## src/rtl/clkdiv_ctrl_pkg.sv

```systemverilog
// Shared types and default constants for the clkdiv run controller.
package clkdiv_ctrl_pkg;

  localparam int CNT_W              = 32;
  localparam int DEF_TIMEOUT_CYCLES = 1000;
  localparam int DEF_DRAIN_CYCLES   = 2;

  typedef enum logic [2:0] {
    ST_IDLE  = 3'd0,
    ST_ARM   = 3'd1,
    ST_RUN   = 3'd2,
    ST_DRAIN = 3'd3,
    ST_DONE  = 3'd4
  } ctrl_state_t;

  // Bits needed to count 0 .. max_count-1 (at least one bit).
  function automatic int ctr_width(input int max_count);
    return (max_count < 2) ? 1 : $clog2(max_count);
  endfunction

endpackage

```

## src/rtl/clkdiv_ctrl_run_watchdog.sv

```systemverilog
// Loadable up-counter with clear, enable and a terminal-count flag.
module clkdiv_ctrl_run_watchdog #(
  parameter int W = 8
) (
  input  logic         clk,
  input  logic         rst,
  input  logic         i_clr,
  input  logic         i_load,
  input  logic [W-1:0] i_load_val,
  input  logic         i_en,
  input  logic [W-1:0] i_term,
  output logic         o_tc
);

  logic [W-1:0] r_count;

  // Clear has priority over load, load over count.
  always_ff @(posedge clk) begin
    if (rst || i_clr) begin
      r_count <= '0;
    end else if (i_load) begin
      r_count <= i_load_val;
    end else if (i_en) begin
      r_count <= r_count + W'(1);
    end
  end

  assign o_tc = (r_count == i_term);

endmodule

```

## src/rtl/clkdiv_ctrl.sv

```systemverilog
// Run controller for clkdiv: sequences en/busy around one processor run and
// reports the elapsed clkcount, with a watchdog forcing the run to end.
module clkdiv_ctrl #(
  parameter int TIMEOUT_CYCLES = clkdiv_ctrl_pkg::DEF_TIMEOUT_CYCLES,
  parameter int DRAIN_CYCLES   = clkdiv_ctrl_pkg::DEF_DRAIN_CYCLES,
  parameter int CNT_W          = clkdiv_ctrl_pkg::CNT_W
) (
  input  logic             clk,
  input  logic             rst,
  input  logic             start,
  input  logic             proc_done,
  input  logic [CNT_W-1:0] clkcount,
  input  logic             ack,
  output logic             div_en,
  output logic             div_busy,
  output logic [CNT_W-1:0] cycles,
  output logic             cycles_valid,
  output logic             timeout,
  output logic             ctrl_busy
);

  import clkdiv_ctrl_pkg::*;

  localparam int WD_W = ctr_width(TIMEOUT_CYCLES);
  localparam int DR_W = ctr_width(DRAIN_CYCLES);
  localparam logic [WD_W-1:0] WD_TERM = WD_W'(TIMEOUT_CYCLES - 1);
  localparam logic [DR_W-1:0] DR_TERM = DR_W'(DRAIN_CYCLES - 1);

  ctrl_state_t      r_state;
  logic [CNT_W-1:0] r_start_snap;
  logic [CNT_W-1:0] r_end_snap;
  logic [CNT_W-1:0] r_cycles;
  logic             r_div_en;
  logic             r_div_busy;
  logic             r_valid;
  logic             r_timeout;
  logic             r_ctrl_busy;
  logic             w_wd_tc;
  logic             w_dr_tc;

  // Watchdog: cleared in ARM, counts every RUN cycle.
  clkdiv_ctrl_run_watchdog #(.W(WD_W)) u_watchdog (
    .clk       (clk),
    .rst       (rst),
    .i_clr     (r_state == ST_ARM),
    .i_load    (1'b0),
    .i_load_val('0),
    .i_en      (r_state == ST_RUN),
    .i_term    (WD_TERM),
    .o_tc      (w_wd_tc)
  );

  // Drain counter: held at zero outside DRAIN, counts DRAIN cycles.
  clkdiv_ctrl_run_watchdog #(.W(DR_W)) u_drain (
    .clk       (clk),
    .rst       (rst),
    .i_clr     (1'b0),
    .i_load    (r_state != ST_DRAIN),
    .i_load_val('0),
    .i_en      (r_state == ST_DRAIN),
    .i_term    (DR_TERM),
    .o_tc      (w_dr_tc)
  );

  always_ff @(posedge clk) begin
    if (rst) begin
      r_state      <= ST_IDLE;
      r_start_snap <= '0;
      r_end_snap   <= '0;
      r_cycles     <= '0;
      r_div_en     <= 1'b0;
      r_div_busy   <= 1'b0;
      r_valid      <= 1'b0;
      r_timeout    <= 1'b0;
      r_ctrl_busy  <= 1'b0;
    end else begin
      case (r_state)
        ST_IDLE: begin
          if (start) begin
            r_state     <= ST_ARM;
            r_div_en    <= 1'b1;
            r_div_busy  <= 1'b1;
            r_ctrl_busy <= 1'b1;
          end
        end
        ST_ARM: begin
          r_start_snap <= clkcount;
          r_state      <= ST_RUN;
        end
        ST_RUN: begin
          // proc_done outranks a simultaneous watchdog expiry.
          if (proc_done || w_wd_tc) begin
            r_end_snap <= clkcount;
            r_timeout  <= !proc_done;
            r_div_busy <= 1'b0;
            r_state    <= ST_DRAIN;
          end
        end
        ST_DRAIN: begin
          if (w_dr_tc) begin
            r_cycles <= r_end_snap - r_start_snap;
            r_div_en <= 1'b0;
            r_valid  <= 1'b1;
            r_state  <= ST_DONE;
          end
        end
        ST_DONE: begin
          if (ack) begin
            r_valid     <= 1'b0;
            r_ctrl_busy <= 1'b0;
            r_state     <= ST_IDLE;
          end
        end
        default: begin
          r_state     <= ST_IDLE;
          r_div_en    <= 1'b0;
          r_div_busy  <= 1'b0;
          r_valid     <= 1'b0;
          r_ctrl_busy <= 1'b0;
        end
      endcase
    end
  end

  assign div_en       = r_div_en;
  assign div_busy     = r_div_busy;
  assign cycles       = r_cycles;
  assign cycles_valid = r_valid;
  assign timeout      = r_timeout;
  assign ctrl_busy    = r_ctrl_busy;

endmodule
```

## config.mk

```make
export PLATFORM = sky130hd
export DESIGN_NAME = clkdiv_ctrl
export DESIGN_NICKNAME = d
export VERILOG_FILES = /design/src/rtl/clkdiv_ctrl_pkg.sv /design/src/rtl/clkdiv_ctrl_run_watchdog.sv /design/src/rtl/clkdiv_ctrl.sv
export SDC_FILE = /design/constraint.sdc
export NUM_CORES = 1
export LEC_CHECK = 0
export ABC_AREA = 1
export ABC_CLOCK_PERIOD_IN_PS = 2330
export CAP_MARGIN = 20
export CELL_PAD_IN_SITES_DETAIL_PLACEMENT = 0
export CELL_PAD_IN_SITES_GLOBAL_PLACEMENT = 2
export CORE_ASPECT_RATIO = 2
export CORE_UTILIZATION = 31
export DETAILED_ROUTE_END_ITERATION = 6
export GPL_TIMING_DRIVEN = 0
export PLACE_DENSITY = 0.9
export SETUP_SLACK_MARGIN = 0.3
export SLEW_MARGIN = 5
export SYNTH_ARGS = -nofsm -noshare
export SYNTH_HDL_FRONTEND = slang
export SYNTH_SLANG_ARGS = --single-unit
```

## constraint.sdc

```tcl
create_clock -name clk -period 2.33 [get_ports clk]
set_input_delay 0.466 -clock clk [delete_from_list [all_inputs] [get_ports clk]]
set_output_delay 0.466 -clock clk [all_outputs]
set_load 0.005 [all_outputs]
```

# Word level (Yosys, flattened, before mapping)
# Index checks and enable logic that the tools add are counted.
[word_totals] register_bits=115 out_inout_bits=37
[op_classes] n_mux=14 n_eq_ne=10 n_addsub=3 bitwise=4 n_reduce_logical=16
[op_table] operator="$sub 32x32->32" n=1
[op_table] operator="$pmux 3 s5" n=1
[op_table] operator="$mux 3" n=4
[op_table] operator="$pmux 1 s3" n=4
[op_table] operator="$reduce_and 3->1" n=4
[op_table] operator="$reduce_or 3->1" n=4
[op_table] operator="$add 10x1->10 const B" n=1
[op_table] operator="$eq 10x10->1 const B" n=1
[op_table] operator="$ne 2x2->1 const B" n=4
[op_table] operator="$eq 3x2->1 const B" n=2
[op_table] operator="$mux 1" n=5
[op_table] operator="$not 1->1" n=4
[op_table] operator="$reduce_and 2->1" n=2
[op_table] operator="$reduce_and 4->1" n=1
[op_table] operator="$eq 3x1->1 const B" n=1
[op_table] operator="$eq 3x3->1 const B" n=1
[op_table] operator="$logic_not 3->1" n=1
[op_table] operator="$ne 3x2->1 const B" n=1
[op_table] operator="$logic_or 1x1->1" n=2
[op_table] operator="$reduce_or 2->1" n=1
[op_table] operator="$add 1x1->1 const B" n=1
[op_table] operator="$logic_not 1->1" n=1

# Depth between registers and ports, before layout
[depth] ltp_word=4 mapped_depth=16

# By module
# Synthesis repeated with hierarchy kept, for this count alone.
[unflattened] hier_cells=1100 hier_area_um2=7026.7
[modules_own_cells] module="clkdiv_ctrl" area_each_um2=6197.2 instances=1 seq_area_each_um2=2082.0 cells_each=969
[modules_own_cells] module="clkdiv_ctrl_run_watchdog (u_watchdog)" area_each_um2=750.7 instances=1 seq_area_each_um2=200.2 cells_each=116
[modules_own_cells] module="clkdiv_ctrl_run_watchdog (u_drain)" area_each_um2=78.8 instances=1 seq_area_each_um2=20.0 cells_each=15

# Worst setup path before layout
# No wires, ideal clock.
[synth_timing] kind="register -> register" start="register r_end_snap[0]" end="register r_cycles[16] (netlist: cycles[16])" n_path_buf=0 t_arrival_ps=1647 path_stages_with_launch=14 setup_slack_ps=574 period_less_slack_ps=1756 path_cell_list="dfxtp_1 -> inv_1 -> ha_1 -> fa_1 -> inv_1 -> nand3_1 -> nand3_1 -> nand2_1 -> a21oi_1 -> nor2_1 -> nand2_1 -> nand3_1 -> nand2_1 -> inv_1"
[synth_via] elab_chain_len=1
[synth_rtl] element="start, declared" line="clkdiv_ctrl.sv:31" rtl="logic [CNT_W-1:0] r_end_snap;"
[synth_rtl] element="start signal, assigned" line="clkdiv_ctrl.sv:93" rtl="r_end_snap <= clkcount;"
[synth_rtl] element="$sub 32x32->32" line="clkdiv_ctrl.sv:101" rtl="r_cycles <= r_end_snap - r_start_snap;"
[synth_rtl] element="end signal, assigned" line="clkdiv_ctrl.sv:101"
[synth_rtl] element="end, declared" line="clkdiv_ctrl.sv:32" rtl="logic [CNT_W-1:0] r_cycles;"
# No other way between the ends.
# A chain may end at the register's enable or synchronous reset.

# Worst setup path in the final report
[layout_timing] start="register r_end_snap[0]" end="register r_cycles[12] (netlist: cycles[12])"
# The elaborated chain is that of the path after synthesis.

==> flow_summary.ini <==
[status]
run_status = completed

[clocking]
worst_skew_pair_later_pin_latency_ns = 0.43
cts.path.max_buffers = 2
clock-root-buffer = clkbuf_16
cts_sinks = 115
worst_setup_hold_path_clk_slew_ns = 0.06
cts_hold_buffers = 0
htreeDepth = 4
clock_tree_from_tritoncts = built
tritoncts_buffer_count = 17

[worst_setup_path]
kind_of_end_point_of_the_critical_path = flip-flop
timing.critical_path.slowest_stage_cell = fa_2
critical_path.startpoint_type = flip-flop
timing.setup.critical_path_class = flip-flop to flip-flop
required_ns = 2.70
path_max_fanout = 4
slowest_delay_ns = 0.38
critPathArrivalTime_ns = 2.28
worstPathCellList = inv_2 -> ha_4 -> fa_2 -> inv_2 -> nand3_2 -> nand3_4 -> nand3_1 -> nand3_2 -> nor2_1 -> o21ai_2 -> nand2_1 -> inv_1

[yosys]
yosys_most_used_dff = dfxtp_1
synth.top_cell.area_share_pct = 33.9
synth-async-reset-ratio_pct = 0
synthDistinctLibCells = 38
syn-instance-count = 1047
post_synthesis_instance_area_um2 = 6780
syn-mean-instance-area_um2 = 6.48
synth_edf_count = 0
ys_seq_area_share_pct = 33.9
synth_area_leaders = dfxtp_1 (34%), nand2_1 (14%), inv_1 (11%)
synth-warning-count = 0
netlist.top_cell.by_area = dfxtp_1
synth_nets = 1117
yosys_register_bits = 115

[timing]
min_period_over_period_pct = 82.0
post_route_setup_slack_ns = 0.420
rsz0062_at_grt = yes
timing.slew.headroom_pct = 56.6
timing.final.hold_violations = 0
final-max-slew-violation-count = 0
worst_pin_slew_ns = 0.651
worst_clock_skew_ns = 0.0100
setup_viol = 0
timing.final.crit_period_ns = 1.91
maxClockFrequency_mhz = 524

[detailed_routing]
final_antenna_net_count = 0
drt_iter0_markers = 263
drcViolationCount = 0
detailedRoute.firstPassIterationCount = 4
drt-wirelength-per-cell_um = 15.2
num_vias = 6490
wirelength_um = 21700
drt_via_density = 4.55

[placed_design]
dp_cells = 1392
gpl.final_weighted_congestion = 0.854
post-place-ws_ns = -0.00926
detailed_place_hpwl_um = 17800
placement.io_buffers = 72

[pwr]
design_power_total_uw = 8040
power_per_cell_area_nw_per_um2 = 929
power.static_leakage_uw = 0.00420
vdd_drop_max_mv = 0.423

[grt]
global_route.overflow_total = 0
grt_util_all_layers_pct = 20.3
first_global_vias = 6517
grt_start_max_net_pins = 17
wire_length_of_the_first_global_routing_pass_um = 33500
antenna_found_initial = 0

[layout]
area_growth_syn_to_layout_pct = 27.6
final_layout_size_suffix_gt1_share_pct = 13.3
most-common-layout-cells = nand2_1 (244), inv_1 (192), dfxtp_1 (115)
final-instance-count-excl-fill = 1426
final_antenna_diode_count = 0
nNetsFinal = 1211
most_common_cell_after_layout_fill_and_taps_aside = nand2_1

[floorplan]
floorplan.rows = 76
floorplan.die.width_um = 107
die-height_um = 211
num_io_pins = 74
starting_density_of_the_core_pct = 31.6
core_footprint_um2 = 21500
die-area_um2 = 22500

[run]
max_cap_violations = 0

[min_path]
min-delay-path-class = primary input to flip-flop
[metrics by stage]
stage | utilization, % | hold WS, ns | area (µm²) | TNS [ns]
detailed placement | 36.5 | 0.442 | 7850 | -0.00926
CTS | 39.4 | 0.299 | 8470 | 0
global route | 40.3 | 0.316 | 8650 | 0
global placement | 36.5 | 0.443 | 7850 | -0.00987
finish | 40.3 | 0.311 | 8650 | 0
floorplan | - | 0.433 | 6780 | 0
[cell usage after synthesis (2+ instances only)]
library cell	n
nand2_1	253
inv_1	194
nor2_1	118
dfxtp_1	115
a21oi_1	68
o21ai_0	49
nand3_1	41
o21ai_1	37
ha_1	32
o21a_1	16
nand2_2	14
o21bai_1	13
xor2_1	12
buf_2	11
inv_2	10
clkbuf_1	9
nand4_1	8
nor2_2	7
buf_6	5
nand3_2	5
buf_4	4
xnor2_1	4
nor3_1	3
nor3_2	3
o211ai_1	2
o31ai_1	2
[sequential cells by signal, summed over array words and instances, names as in the netlist]
signal,flops
cycles,32
r_end_snap,32
r_start_snap,32
u_watchdog.r_count,10
r_state,3
ctrl_busy,1
cycles_valid,1
div_busy,1
div_en,1
timeout,1
u_drain.r_count,1
[repair_timing]
item / 4_1_cts / 5_1_grt
cloned: 0 / 0
pin swaps: 0 / 5
endpoints found under the setup margin: 8 / 17
resized for setup: 8 / 49
setup buffers: 0 / 3
[worst paths after layout]
check / from / to / slack, ns / depth (start not counted)
setup reg to reg: r_end_snap[0] / cycles[12] / 0.42 / 12
hold / removal: rst / cycles_valid / 0.31 / 2
hold reg to reg: div_busy / div_busy / 0.45 / 2
setup / recovery: r_end_snap[0] / cycles[12] / 0.42 / 12
[metal layers]
metal  up-vias  GRT usage, %  share of wire, %
li1       3431             -                 -
met1      2934          17.0                33
met2        83          43.2                61
met3        42          2.38               1.9
met4         0          11.6               4.9
met5         -             0                 0
[critical path, delay by kind of cell (launching register included)]
family	cells	cell delay [ns]
adders and majority gates	2	0.54
AOI/OAI and AO/OA	1	0.25
and+or+nand+nor	6	0.54
DFF	1	0.32
buffers and inverters	3	0.20
[power breakdown]
| group | switching, µW | total [µW] | internal, µW | leakage, µW |
|---|---|---|---|---|
| clock network | 976 | 2680 | 1700 | 0.000292 |
| registers | 69.9 | 2200 | 2130 | 0.000936 |
| logic | 2090 | 3160 | 1070 | 0.00297 |
| total | 3140 | 8040 | 4900 | 0.00420 |
[logic make-up after synthesis]
group	after synthesis	share of synthesized area, %
and+or+nand+nor	457	28.3
adders and majority gates	33	6.20
AOI/OAI and AO/OA	190	15.4
xor gates and xnor gates	16	2.07
DFF	115	33.9
buffers and inverters	236	14.1
[layout make-up]
class / count / area [µm²]
fill: 2371 / 12800
tap: 273 / 342
clock inverter: 13 / 160
sequential: 115 / 2300
inverter: 206 / 777
clock buffer: 18 / 439
buffer: 30 / 180
timing repair buffer: 75 / 743
multi-input combinational: 696 / 3710
No activity file was read; power rests on OpenSTA's default activity.
